$ cat src/rtl/pc_fetch_sequencer.sv
// -----------------------------------------------------------------------------
// pc_fetch_sequencer
//
// Program-counter and instruction-fetch sequencer for the MIPS core. It keeps
// one fetch in flight at a time, holds the returned word for decode and
// selects the next PC: sequential, conditional branch, J-type jump or
// register jump. It is the only writer of the PC.
//
// Optional feature macro: PC_DELAY_SLOT_EN
//   defined   - a redirect takes effect after one delay-slot instruction; the
//               target is parked in a pending register until the slot is
//               accepted.
//   undefined - a redirect takes effect at the accept edge.
//
// Ports
//   clock         core clock, all state on the rising edge
//   reset         synchronous active-high reset
//   imem_req      fetch request to instruction memory
//   imem_addr     fetch address, stable while imem_req is high
//   imem_ready    imem_rdata valid, completes the request
//   imem_rdata    fetched instruction word
//   instr_valid   instr / instr_pc hold a fetched instruction
//   instr         held instruction word
//   instr_pc      address of the held instruction
//   instr_accept  decode consumes the held instruction this cycle
//   br_taken      with accept: conditional branch taken to br_target
//   br_target     branch target from execute
//   jump          with accept: J/JAL, target formed from instr
//   jr            with accept: JR/JALR to jr_target
//   jr_target     register value for jr
//   pc_plus4      instr_pc + 4 (link value / branch adder base)
//   addr_err      one-cycle pulse: a misaligned target was trapped
// -----------------------------------------------------------------------------
module pc_fetch_sequencer #(
    parameter logic [31:0] RESET_PC = 32'h0000_0000,
    parameter logic [31:0] TRAP_PC  = 32'h0000_0080
) (
    input  logic        clock,
    input  logic        reset,
    output logic        imem_req,
    output logic [31:0] imem_addr,
    input  logic        imem_ready,
    input  logic [31:0] imem_rdata,
    output logic        instr_valid,
    output logic [31:0] instr,
    output logic [31:0] instr_pc,
    input  logic        instr_accept,
    input  logic        br_taken,
    input  logic [31:0] br_target,
    input  logic        jump,
    input  logic        jr,
    input  logic [31:0] jr_target,
    output logic [31:0] pc_plus4,
    output logic        addr_err
);

    typedef enum logic [1:0] {
        StIdle,
        StFetch,
        StHold
    } state_e;

    state_e      state_q, state_d;
    logic [31:0] pc_q, pc_d;
    logic        imem_req_q, imem_req_d;
    logic [31:0] imem_addr_q, imem_addr_d;
    logic        instr_valid_q, instr_valid_d;
    logic [31:0] instr_q, instr_d;
    logic [31:0] instr_pc_q, instr_pc_d;
    logic        addr_err_q, addr_err_d;

`ifdef PC_DELAY_SLOT_EN
    logic        pending_q, pending_d;
    logic [31:0] pending_target_q, pending_target_d;
`endif

    // Next-PC candidates
    logic [31:0] seq_pc;
    logic [31:0] jump_target;
    logic        redirect;
    logic [31:0] redirect_target;
    logic        redirect_misaligned;
    logic        accept_fire;
    logic [31:0] next_pc;
    logic        next_err;

    assign seq_pc = instr_pc_q + 32'd4;

    // Region bits come from the delay-slot address (pc+4), not the jump itself.
    assign jump_target = {seq_pc[31:28], instr_q[25:0], 2'b00};

    // Decode can only consume a word that is actually being held.
    assign accept_fire = instr_accept && instr_valid_q && (state_q == StHold);

    // Redirect priority: jr > jump > br_taken. Only register and branch
    // targets can be misaligned; J-type targets always end in 2'b00.
    always_comb begin
        redirect            = 1'b0;
        redirect_target     = seq_pc;
        redirect_misaligned = 1'b0;
        if (jr) begin
            redirect            = 1'b1;
            redirect_target     = jr_target;
            redirect_misaligned = |jr_target[1:0];
        end else if (jump) begin
            redirect            = 1'b1;
            redirect_target     = jump_target;
        end else if (br_taken) begin
            redirect            = 1'b1;
            redirect_target     = br_target;
            redirect_misaligned = |br_target[1:0];
        end
    end

`ifdef PC_DELAY_SLOT_EN
    // A redirect first fetches the delay slot and parks the target. When the
    // slot itself is accepted, the parked target is used and any redirect
    // request on the slot is dropped.
    always_comb begin
        next_pc          = seq_pc;
        next_err         = 1'b0;
        pending_d        = pending_q;
        pending_target_d = pending_target_q;
        if (accept_fire) begin
            if (pending_q) begin
                next_pc   = pending_target_q;
                pending_d = 1'b0;
            end else if (redirect) begin
                pending_d        = 1'b1;
                pending_target_d = redirect_misaligned ? TRAP_PC : redirect_target;
                next_err         = redirect_misaligned;
            end
        end
    end
`else
    always_comb begin
        next_pc  = seq_pc;
        next_err = 1'b0;
        if (redirect) begin
            next_pc  = redirect_misaligned ? TRAP_PC : redirect_target;
            next_err = redirect_misaligned;
        end
    end
`endif

    // Main FSM next-state and registered-output logic
    always_comb begin
        state_d       = state_q;
        pc_d          = pc_q;
        imem_req_d    = imem_req_q;
        imem_addr_d   = imem_addr_q;
        instr_valid_d = instr_valid_q;
        instr_d       = instr_q;
        instr_pc_d    = instr_pc_q;
        addr_err_d    = 1'b0;

        unique case (state_q)
            StIdle: begin
                state_d     = StFetch;
                imem_req_d  = 1'b1;
                imem_addr_d = pc_q;
            end
            StFetch: begin
                if (imem_ready) begin
                    instr_d       = imem_rdata;
                    instr_pc_d    = pc_q;
                    instr_valid_d = 1'b1;
                    imem_req_d    = 1'b0;
                    state_d       = StHold;
                end
            end
            StHold: begin
                if (accept_fire) begin
                    pc_d          = next_pc;
                    imem_addr_d   = next_pc;
                    imem_req_d    = 1'b1;
                    instr_valid_d = 1'b0;
                    addr_err_d    = next_err;
                    state_d       = StFetch;
                end
            end
            default: begin
                state_d = StIdle;
            end
        endcase
    end

    always_ff @(posedge clock) begin
        if (reset) begin
            state_q       <= StIdle;
            pc_q          <= RESET_PC;
            imem_req_q    <= 1'b0;
            imem_addr_q   <= RESET_PC;
            instr_valid_q <= 1'b0;
            instr_q       <= 32'd0;
            instr_pc_q    <= 32'd0;
            addr_err_q    <= 1'b0;
        end else begin
            state_q       <= state_d;
            pc_q          <= pc_d;
            imem_req_q    <= imem_req_d;
            imem_addr_q   <= imem_addr_d;
            instr_valid_q <= instr_valid_d;
            instr_q       <= instr_d;
            instr_pc_q    <= instr_pc_d;
            addr_err_q    <= addr_err_d;
        end
    end

`ifdef PC_DELAY_SLOT_EN
    always_ff @(posedge clock) begin
        if (reset) begin
            pending_q        <= 1'b0;
            pending_target_q <= 32'd0;
        end else begin
            pending_q        <= pending_d;
            pending_target_q <= pending_target_d;
        end
    end
`endif

    assign imem_req    = imem_req_q;
    assign imem_addr   = imem_addr_q;
    assign instr_valid = instr_valid_q;
    assign instr       = instr_q;
    assign instr_pc    = instr_pc_q;
    assign pc_plus4    = seq_pc;
    assign addr_err    = addr_err_q;

endmodule

$ cat config.mk
export PLATFORM = sky130hd
export DESIGN_NAME = pc_fetch_sequencer
export DESIGN_NICKNAME = d
export VERILOG_FILES = /design/src/rtl/pc_fetch_sequencer.sv
export SDC_FILE = /design/constraint.sdc
export NUM_CORES = 1
export LEC_CHECK = 0
export CORE_MARGIN = 1.5
export CORE_UTILIZATION = 49
export CTS_BUF_LIST = sky130_fd_sc_hd__clkbuf_4 sky130_fd_sc_hd__clkbuf_8 sky130_fd_sc_hd__clkbuf_16
export DETAILED_ROUTE_END_ITERATION = 16
export HOLD_SLACK_MARGIN = 0.15
export PLACE_DENSITY = 0.84
export SYNTH_ARGS = -nofsm -noshare
export SYNTH_HDL_FRONTEND = slang
export SYNTH_SLANG_ARGS = --single-unit
$ cat constraint.sdc
create_clock -name clock -period 3.38 [get_ports clock]
set_clock_uncertainty 0.1 [all_clocks]
set_input_delay 0.507 -clock clock [delete_from_list [all_inputs] [get_ports clock]]
set_output_delay 0.507 -clock clock [all_outputs]
set_load 0.02 [all_outputs]
==> impl_metrics.json, run 1 <==
{
  "p_comb_frac": 0.141,
  "clkLatencyLatePin_ns": 0.43,
  "antenna_found_initial": 2,
  "seq_power_share": 0.402,
  "ant_nets": 0,
  "dpl.hpwl_mm": 18.9,
  "worst_slew_pin_slew_ns": 0.853,
  "muxShareOfSynthArea": 0,
  "synth-seq-cells": 133,
  "htree_levels": 4,
  "drv_slew": 0,
  "finalSetupTns_ns": 0,
  "period_needed_ns": 3.25,
  "synth_adder_area_share": 0.00192,
  "syn_inst": 870,
  "switching_share": 0.257,
  "clock_path_buffers": 2,
  "synth_async_sr_flop_share": 0,
  "area_growth_pct": 48.6,
  "maxCapViolCount": 0,
  "min_from": "imem_addr[12]$_SDFFE_PP0P_",
  "clkTransAtPathRegs_ns": 0.06,
  "arrival_ns": 2.65,
  "numClockSinks": 133,
  "final-setup-viol-count": 0,
  "grt_pass1_vias": 7151,
  "die_y_um": 118,
  "rrSetupSlack_ns": 0.89,
  "wire_per_inst_um": 20.6,
  "syn_area_per_cell_um2": 7.51,
  "relSlewSlack": 0.431,
  "grt_max_degree": 66,
  "utilization": 0.756,
  "vdd_drop_max_mv": 0.264,
  "grt-ovfl-total": 0,
  "initial_core_util": 0.509,
  "gp_congestion": 0.943,
  "synth-edff-count": 0,
  "p_sw_mw": 1.06,
  "drtPass1Iterations": 6,
  "intPower_mw": 3.05,
  "reg2reg_from": "instr_pc[2]$_SDFFE_PP0P_",
  "synth-simple-area-share": 0.250,
  "fin_crit_sh": 0.963,
  "required_ns": 2.77,
  "min_path_cells": 2,
  "grt_setup_unrepaired": "no",
  "yosysWarnings": 0,
  "vias": 7641,
  "hold_path_class": "reg2reg",
  "syn-num-nets": 974,
  "finalHoldViolCount": 0,
  "finalPower_mw": 4.10,
  "core_um2": 12800,
  "p_clk_frac": 0.457,
  "boundaryPins": 234,
  "postCtsHoldBufs": 0,
  "end_kind": "output pin",
  "synth_top_family_by_area": "compound AO/OA/AOI/OAI gates",
  "die_area_um2": 14000,
  "r2r_end": "imem_addr[29]$_SDFFE_PP0P_",
  "fin_nets": 1183,
  "crit_type": "reg2out",
  "portBuffers": 233,
  "drtIter0Drc": 959,
  "grtUsageTotal": 0.370,
  "cts_tree": "yes",
  "start_kind": "flip-flop",
  "min_to": "imem_addr[12]$_SDFFE_PP0P_",
  "finalWirelength_mm": 26.1,
  "grt_pass1_wl_mm": 40.1,
  "die_w_um": 118,
  "placementRows": 41,
  "synth_area_um2": 6530,
  "fmax_mhz": 307,
  "crit_fanout": 4,
  "p_per_area_nw_per_um2": 423,
  "yosysSeqAreaShare": 0.408,
  "layout-drive-gt1-share": 0.0769,
  "synth_flop_cell": "dfxtp_1",
  "synth_cell_types": 61,
  "cts_inserted_buffers": 17,
  "total_leakage_power_nw": 3.48,
  "routed.top_layer": "met4",
  "synth_xor_area_frac": 0.0404,
  "reg2reg_depth": 9,
  "wirelength_met1_mm": 9.68,
  "cts-root-buf": "clkbuf_16",
  "synth_compound_area_frac": 0.253,
  "status": "finished, final reports clean",
  "detailroute.wirelength.met3_mm": 2.62,
  "drc_errors": 0,
  "vias_per_cell": 6.04,
  "route.met2.wl_mm": 12.2
}
[layer usage]
layer  track usage  vias to the layer above
met5             0                        -
met4         0.221                        0
met3        0.0849                      113
met2         0.610                      561
met1         0.438                     3477
li1              -                     3490
[cell usage after synthesis (5+ instances only)]
cell type  count  share of area
a22oi_1       26          0.030
nand4_1        8         0.0077
nor2_1        65          0.037
a2111oi_0      5         0.0067
nor3b_1       12          0.014
xnor2_1       17          0.023
xor2_1        10          0.013
nand3_1       18          0.014
a21o_1         5         0.0057
and3_1         7         0.0067
inv_1          6         0.0034
o22ai_1       16          0.015
clkbuf_1      64          0.037
nor2b_1        6         0.0057
dfxtp_1      133           0.41
a21oi_1      101          0.077
nor3_1        22          0.017
nand2_1      200           0.11
o21ai_0       45          0.034
a211oi_1      24          0.028
[critical path, cell delays in order, from the launching register on]
cell and delay, ns:
dfxtp_1 0.34, ha_1 0.24, nand2_1 0.14, nor4_1 0.31
buf_4 0.19, nand3_1 0.10, xnor2_1 0.25, clkdlybuf4s50_1 0.65
[final cells by class]
type	count	area, µm²
inverters	7	26.3
fillers	970	3120
clock buffers	24	503
clock inverters	8	97.6
multi-input cells	658	3610
well taps	172	215
flip-flops and latches	133	2660
diodes	2	5.00
repair buffers	262	2580
[per-stage QoR]
| stage | hold slack (ns) | cells | instance area, µm² | setup WS [ns] |
|---|---|---|---|---|
| floorplan | 0.340 | 870 | 6530 | 0.696 |
| global placement | 0.332 | 1230 | 9030 | 0.313 |
| detailed placement | 0.342 | 1230 | 9030 | 0.277 |
| CTS | 0.349 | 1262 | 9640 | 0.0137 |
| global route | 0.366 | 1266 | 9700 | 0.000843 |
| finish | 0.347 | 1266 | 9700 | 0.126 |
[cells by family after synthesis]
group	count (synthesis)
compound gates	262
flops	133
simple gates	367
fa+ha+maj	1
buf+inv	79
xor+xnor	28
[cells in the final DEF (no fill, tap or decap), types with 11 or more instances in the layout]
cell type	count
o22ai_1	16
dfxtp_1	133
nor3b_1	11
a21oi_1	101
nand2_1	200
a211oi_1	24
nor3_1	19
clkdlybuf4s50_1	220
nor2_1	64
clkbuf_16	17
o21ai_0	45
nand3_1	18
buf_4	28
xnor2_1	15
a22oi_1	26
[repair_timing]
| action | CTS | global route |
|---|---|---|
| resized for setup | 6 | 11 |
| buffers inserted | 0 | 2 |
| setup endpoints to repair | 6 | 10 |
| hold endpoints to repair | 0 | 0 |
| pin swaps | 0 | 1 |
[sequential cells by signal, summed over array words and instances, names as in the netlist]
| signal | cells |
|---|---|
| pc_q | 32 |
| addr_err | 1 |
| state_q | 2 |
| instr_valid | 1 |
| instr_pc | 32 |
| instr | 32 |
| imem_req | 1 |
| imem_addr | 32 |
[power groups by stage]
| stage | registers (mW) | clock network (mW) | logic (mW) |
|---|---|---|---|
| finish | 1.65 | 1.87 | 0.580 |
| global route | 1.65 | 1.95 | 0.618 |
| CTS | 1.65 | 1.87 | 0.571 |
| detailed placement | 1.68 | 0 | 0.566 |
| global placement | 1.68 | 0 | 0.561 |
| floorplan | 1.71 | 0 | 0.234 |
[worst max path at each step]
stage / start / to / slack (ns) / cells after the start
after detailed placement: instr_pc[2]$_SDFFE_PP0P_ / pc_plus4[20] / 0.28 / 6
after CTS: instr_pc[2]$_SDFFE_PP0P_ / pc_plus4[19] / 0.01 / 6
after global routing: instr_pc[2]$_SDFFE_PP0P_ / pc_plus4[26] / 0.0008 / 7
after floorplan: instr_pc[2]$_SDFFE_PP0P_ / pc_plus4[20] / 0.70 / 6
final: instr_pc[2]$_SDFFE_PP0P_ / pc_plus4[26] / 0.13 / 7
after global placement: instr_pc[2]$_SDFFE_PP0P_ / pc_plus4[20] / 0.31 / 6
Power figures use the tool's default switching activity.
==> inputs of run 2 (changes only) <==
--- a/config.mk
+++ b/config.mk
@@ -5,7 +5,7 @@
 export SDC_FILE = /design/constraint.sdc
 export NUM_CORES = 1
 export LEC_CHECK = 0
-export CORE_MARGIN = 1.5
+export CORE_MARGIN = 2
 export CORE_UTILIZATION = 49
 export CTS_BUF_LIST = sky130_fd_sc_hd__clkbuf_4 sky130_fd_sc_hd__clkbuf_8 sky130_fd_sc_hd__clkbuf_16
 export DETAILED_ROUTE_END_ITERATION = 16
==> impl_metrics.json, run 2 (synthesis gave the netlist of run 1 again) <==
{
  "start_kind": "flip-flop",
  "hold_path_class": "reg2reg",
  "cts_tree": "yes",
  "finalPower_mw": 4.35,
  "grt_setup_unrepaired": "no",
  "boundaryPins": 234,
  "fin_ws_ns": 0.101,
  "status": "finished, final reports clean",
  "final-setup-viol-count": 0,
  "met3_usage": 0.112,
  "crit_fanout": 4,
  "crit_type": "reg2out",
  "drv_slew": 0,
  "arrival_ns": 2.67,
  "reg2reg_depth": 8,
  "final_area_um2": 9770,
  "clkTransAtPathRegs_ns": 0.06,
  "antenna_found_initial": 0,
  "finalSetupTns_ns": 0,
  "required_ns": 2.77,
  "vdd_drop_max_mv": 0.410,
  "rrSetupSlack_ns": 0.89,
  "relSlewSlack": 0.390,
  "die_y_um": 119,
  "min_path_cells": 2,
  "clkLatencyLatePin_ns": 0.44,
  "core_um2": 13100,
  "dpl.hpwl_mm": 18.5,
  "layout-drive-gt1-share": 0.0767,
  "final_cell_mix": "220 x clkdlybuf4s50_1, 200 x nand2_1, 133 x dfxtp_1",
  "busiest_layer": "met2",
  "end_kind": "output pin",
  "cts_inserted_buffers": 17,
  "post_dp_cell_area_um2": 9070,
  "wire_per_inst_um": 20.3,
  "fmax_mhz": 305,
  "antenna_cells": 0,
  "vias_per_cell": 5.97,
  "dp_slack_ns": 0.390,
  "area_growth_pct": 49.7,
  "die_area_um2": 14300,
  "layout_commonest_cell": "clkdlybuf4s50_1",
  "portBuffers": 233,
  "cts-root-buf": "clkbuf_16",
  "gr-usage-met2": 0.599,
  "grt_pass1_wl_mm": 39.6,
  "htree_levels": 4,
  "drtPass1Iterations": 6,
  "num-fill-cells": 1041,
  "period_needed_ns": 3.28,
  "grt_max_degree": 66,
  "fin_crit_sh": 0.970,
  "vias": 7584,
  "placementRows": 42,
  "drtIter0Drc": 929,
  "maxCapViolCount": 0,
  "initial_core_util": 0.497,
  "seq_area_um2": 2660,
  "ant_nets": 0,
  "met1_usage": 0.416,
  "finalHoldViolCount": 0,
  "grt_pass1_vias": 7222,
  "numClockSinks": 133,
  "grt-ovfl-total": 0,
  "worst_slew_pin_slew_ns": 0.914,
  "grtUsageTotal": 0.361,
  "post_cts_buffers": 0,
  "gp_congestion": 0.961,
  "clock_path_buffers": 2,
  "fin_nets": 1186,
  "reg2reg_from": "instr_pc[3]$_SDFFE_PP0P_",
  "multi_input_area_um2": 3590,
  "total_leakage_power_nw": 3.51,
  "p_per_area_nw_per_um2": 445,
  "drc_errors": 0,
  "r2r_end": "imem_addr[16]$_SDFFE_PP0P_",
  "finalWirelength_mm": 25.8,
  "min_to": "imem_addr[12]$_SDFFE_PP0P_",
  "die_w_um": 119,
  "min_from": "imem_addr[12]$_SDFFE_PP0P_"
}
[run 2: cell types whose count changed in the layout (fill, tap and decap cells not counted), sizes merged, moves of 2 or more]
cell          delta
diode            -2
dlygate4sd2      +2
buf              +3
dlymetal6s2s     -2
clkinvlp         -2
bufinv           +3
[run 2: how the worst max path moves through the flow]
| stage | start | endpoint | slack (ns) |
|---|---|---|---|
| 2_1_floorplan | instr_pc[2]$_SDFFE_PP0P_ | pc_plus4[20] | 0.70 |
| 3_3_place_gp | instr_pc[2]$_SDFFE_PP0P_ | pc_plus4[20] | 0.41 |
| 3_5_place_dp | instr_pc[3]$_SDFFE_PP0P_ | pc_plus4[20] | 0.39 |
| 4_1_cts | instr_pc[7]$_SDFFE_PP0P_ | pc_plus4[15] | 0.006 |
| 5_1_grt | instr_pc[7]$_SDFFE_PP0P_ | pc_plus4[21] | 0.004 |
| 6_report | instr_pc[3]$_SDFFE_PP0P_ | pc_plus4[30] | 0.10 |
[run 2: stage by stage]
stage | util | instances | hold slack [ns]
after floorplan | - | 870 | 0.340
after global placement | 0.690 | 1239 | 0.334
after detailed placement | 0.690 | 1239 | 0.337
after CTS | 0.741 | 1271 | 0.346
after global routing | 0.744 | 1271 | 0.370
final | 0.744 | 1271 | 0.348
[run 2: area by class of cell]
cell class,count,area share
Multi-Input combinational cell,658,0.368
Sequential cell,133,0.272
Timing Repair Buffer,265,0.266
Clock buffer,24,0.0521
Tap cell,176,0.0225
Clock inverter,8,0.0172
Inverter,7,0.00269
[run 2: power breakdown]
group	internal [mW]	switching, mW	total (mW)
registers	1.61	0.0425	1.65
logic	0.259	0.323	0.582
clock network	1.42	0.697	2.12
[run 2: per-layer routing]
layer / vias up / part of all wire
met1: 3469 / 0.37
met2: 510 / 0.47
met5: - / 0
li1: 3505 / -
met4: 0 / 0.056
met3: 100 / 0.10
[run 2: critical path, stage by stage (launching register included)]
cell and delay, ns:
dfxtp_1 0.35, ha_1 0.23, nand2_1 0.13, nor3_2 0.31
nand4_1 0.20, xnor2_1 0.31, clkdlybuf4s50_1 0.71
[run 2: what timing repair did]
item,4_1_cts,5_1_grt
pin swaps,0,0
endpoints found under the setup margin,6,7
resized for setup,6,9
hold buffers,0,0
==> inputs of run 3 (changes only) <==
--- a/config.mk
+++ b/config.mk
@@ -5,12 +5,14 @@
 export SDC_FILE = /design/constraint.sdc
 export NUM_CORES = 1
 export LEC_CHECK = 0
+export ABC_AREA = 1
+export CAP_MARGIN = 20
 export CORE_MARGIN = 2
-export CORE_UTILIZATION = 49
+export CORE_UTILIZATION = 50
 export CTS_BUF_LIST = sky130_fd_sc_hd__clkbuf_4 sky130_fd_sc_hd__clkbuf_8 sky130_fd_sc_hd__clkbuf_16
 export DETAILED_ROUTE_END_ITERATION = 16
 export HOLD_SLACK_MARGIN = 0.15
-export PLACE_DENSITY = 0.84
+export PLACE_DENSITY = 0.85
 export SYNTH_ARGS = -nofsm -noshare
 export SYNTH_HDL_FRONTEND = slang
 export SYNTH_SLANG_ARGS = --single-unit
==> impl_metrics.json, run 3 <==
{
  "status": "finished, final reports clean",
  "ys_top_cells_by_area": "dfxtp_1 38%, nand2_1 13%, a21oi_1 8.5%, nand3_1 6.7%, o21ai_0 4.8%",
  "period_needed_ns": 3.20,
  "grt-ovfl-total": 0,
  "boundaryPins": 234,
  "grt_pass1_vias": 7414,
  "synth_flop_cell": "dfxtp_1",
  "syn_inst": 1024,
  "post_dp_cell_area_um2": 9420,
  "final_cell_mix": "232 x nand2_1, 231 x clkdlybuf4s50_1, 133 x dfxtp_1",
  "yosys-top-cells-count": "233 x nand2_1, 133 x dfxtp_1, 118 x a21oi_1",
  "fin_nets": 1332,
  "placementRows": 43,
  "antenna_found_initial": 0,
  "min_to": "instr[29]$_SDFFE_PP0P_",
  "grt_pass1_wl_mm": 40.3,
  "min_from": "instr[29]$_SDFFE_PP0P_",
  "crit_fanout": 5,
  "layout_commonest_cell": "nand2_1",
  "reg2reg_from": "state_q[1]$_SDFFE_PP0P_",
  "cts_inserted_buffers": 17,
  "syn-num-nets": 1128,
  "synth_area_um2": 6980,
  "vias_per_cell": 5.67,
  "yosysMostFrequentCell": "nand2_1",
  "end_kind": "output pin",
  "syn_area_per_cell_um2": 6.82,
  "hold_slack_ns": 0.362,
  "initial_core_util": 0.507,
  "clkLatencyLatePin_ns": 0.43,
  "arrival_ns": 2.60,
  "portBuffers": 233,
  "clkTransAtPathRegs_ns": 0.06,
  "ant_nets": 0,
  "maxCapViolCount": 0,
  "yosysSeqAreaShare": 0.381,
  "relSlewSlack": 0.454,
  "total_leakage_power_nw": 3.86,
  "layout-drive-gt1-share": 0.0983,
  "finalSetupTns_ns": 0,
  "die_area_um2": 14900,
  "finalWirelength_mm": 26.7,
  "area_growth_pct": 43.1,
  "synth_async_sr_flop_share": 0,
  "start_kind": "flip-flop",
  "rrSetupSlack_ns": 1.16,
  "antenna_cells": 0,
  "worst_slew_pin_slew_ns": 0.819,
  "die_y_um": 122,
  "vdd_drop_max_mv": 0.344,
  "final_area_um2": 9990,
  "hold_path_class": "reg2reg",
  "fin_crit_sh": 0.948,
  "cts_tree": "yes",
  "cts-root-buf": "clkbuf_16",
  "reg2reg_depth": 8,
  "drtPass1Iterations": 6,
  "final-setup-viol-count": 0,
  "numClockSinks": 133,
  "synth-seq-cells": 133,
  "wire_per_inst_um": 18.8,
  "die_w_um": 122,
  "vias": 8059,
  "grt_setup_unrepaired": "no",
  "drc_errors": 0,
  "dpl.hpwl_mm": 19.6,
  "drv_slew": 0,
  "synth_top_area_frac": 0.381,
  "num-fill-cells": 1149,
  "gp_congestion": 0.961,
  "yosys.area.top_type": "dfxtp_1",
  "synth_cell_types": 42,
  "grt_max_degree": 69,
  "r2r_end": "pc_q[11]$_SDFFE_PP0P_",
  "p_per_area_nw_per_um2": 448,
  "clock_path_buffers": 2,
  "drtIter0Drc": 1244,
  "required_ns": 2.77,
  "crit_type": "reg2out",
  "core_um2": 13800,
  "htree_levels": 4,
  "finalHoldViolCount": 0,
  "postCtsHoldBufs": 0,
  "fmax_mhz": 312,
  "min_path_cells": 2,
  "synth-edff-count": 0,
  "yosysWarnings": 0,
  "grtUsageTotal": 0.357
}
[run 3: cell types whose count changed in the layout (fill, tap and decap cells not counted), sizes merged, moves of 15 or more]
cell	change
inv	+91
nand3	+83
a21oi	+23
o211ai	+20
xnor2	-18
buf	-15
o21ai	+29
nand2	+45
nor2	+30
a211oi	-25
a22oi	-27
[run 3: final cells by class]
type                    count  area (µm²)  share of cell area
clock buffers              20         467              0.0467
flip-flops and latches    133        2660               0.267
multi-input cells         729        3680               0.368
inverters                  96         360              0.0361
well taps                 180         225              0.0225
repair buffers            251        2490               0.249
clock inverters            12         104              0.0104
[run 3: cells by family (layout without fill, tap and decap cells)]
logic type,count (synthesis),in the layout,share of synthesized area
XOR/XNOR,13,13,0.0195
AO/OA/AOI/OAI,249,249,0.198
flip-flops,133,133,0.381
adder cells (fa/ha/maj),1,1,0.00179
AND/OR/NAND/NOR,466,466,0.307
buffers and inverters,162,379,0.0923
[run 3: layer usage]
layer	routed length (µm)	global-route usage	vias to the layer above
met5	0	0	-
met4	964	0.144	0
met3	2930	0.0941	67
met2	12000	0.544	525
met1	10800	0.480	3679
li1	-	-	3788
[run 3: what timing repair did]
action / CTS / global route
setup endpoints to repair: 0 / 1
resized for setup: 0 / 1
buffers inserted: 0 / 0
[run 3: where the power goes]
group | switching (mW) | total (mW) | internal, mW
Sequential | 0.0749 | 1.72 | 1.65
Combinational | 0.554 | 0.963 | 0.409
Clock | 0.723 | 1.79 | 1.07
Total | 1.35 | 4.47 | 3.12
[run 3: stage by stage]
step	util	worst slack (ns)	cells	total power [mW]
floorplan	-	1.11	1024	2.23
global placement	0.684	0.691	1389	2.69
detailed placement	0.684	0.612	1389	2.69
CTS	0.725	0.118	1421	4.46
global route	0.725	0.0629	1421	4.61
finish	0.725	0.175	1421	4.47
[run 3: worst max-delay path by stage]
stage / start / endpoint / slack [ns] / depth (start not counted)
after floorplan: instr_pc[3]$_SDFFE_PP0P_ / pc_plus4[26] / 1.11 / 7
after global placement: instr_pc[2]$_SDFFE_PP0P_ / pc_plus4[24] / 0.69 / 8
after detailed placement: instr_pc[3]$_SDFFE_PP0P_ / pc_plus4[24] / 0.61 / 8
after CTS: instr_pc[3]$_SDFFE_PP0P_ / pc_plus4[24] / 0.12 / 8
after global routing: instr_pc[3]$_SDFFE_PP0P_ / pc_plus4[26] / 0.06 / 8
final: instr_pc[3]$_SDFFE_PP0P_ / pc_plus4[26] / 0.18 / 8
[run 3: worst max-delay path: stages (launching register included)]
cell and delay (ns):
dfxtp_1 0.43, ha_1 0.25, nand2_1 0.09, nor2_1 0.13
nand2_2 0.13, nor2_2 0.20, nand2_1 0.11, xor2_1 0.19
clkdlybuf4s50_1 0.64
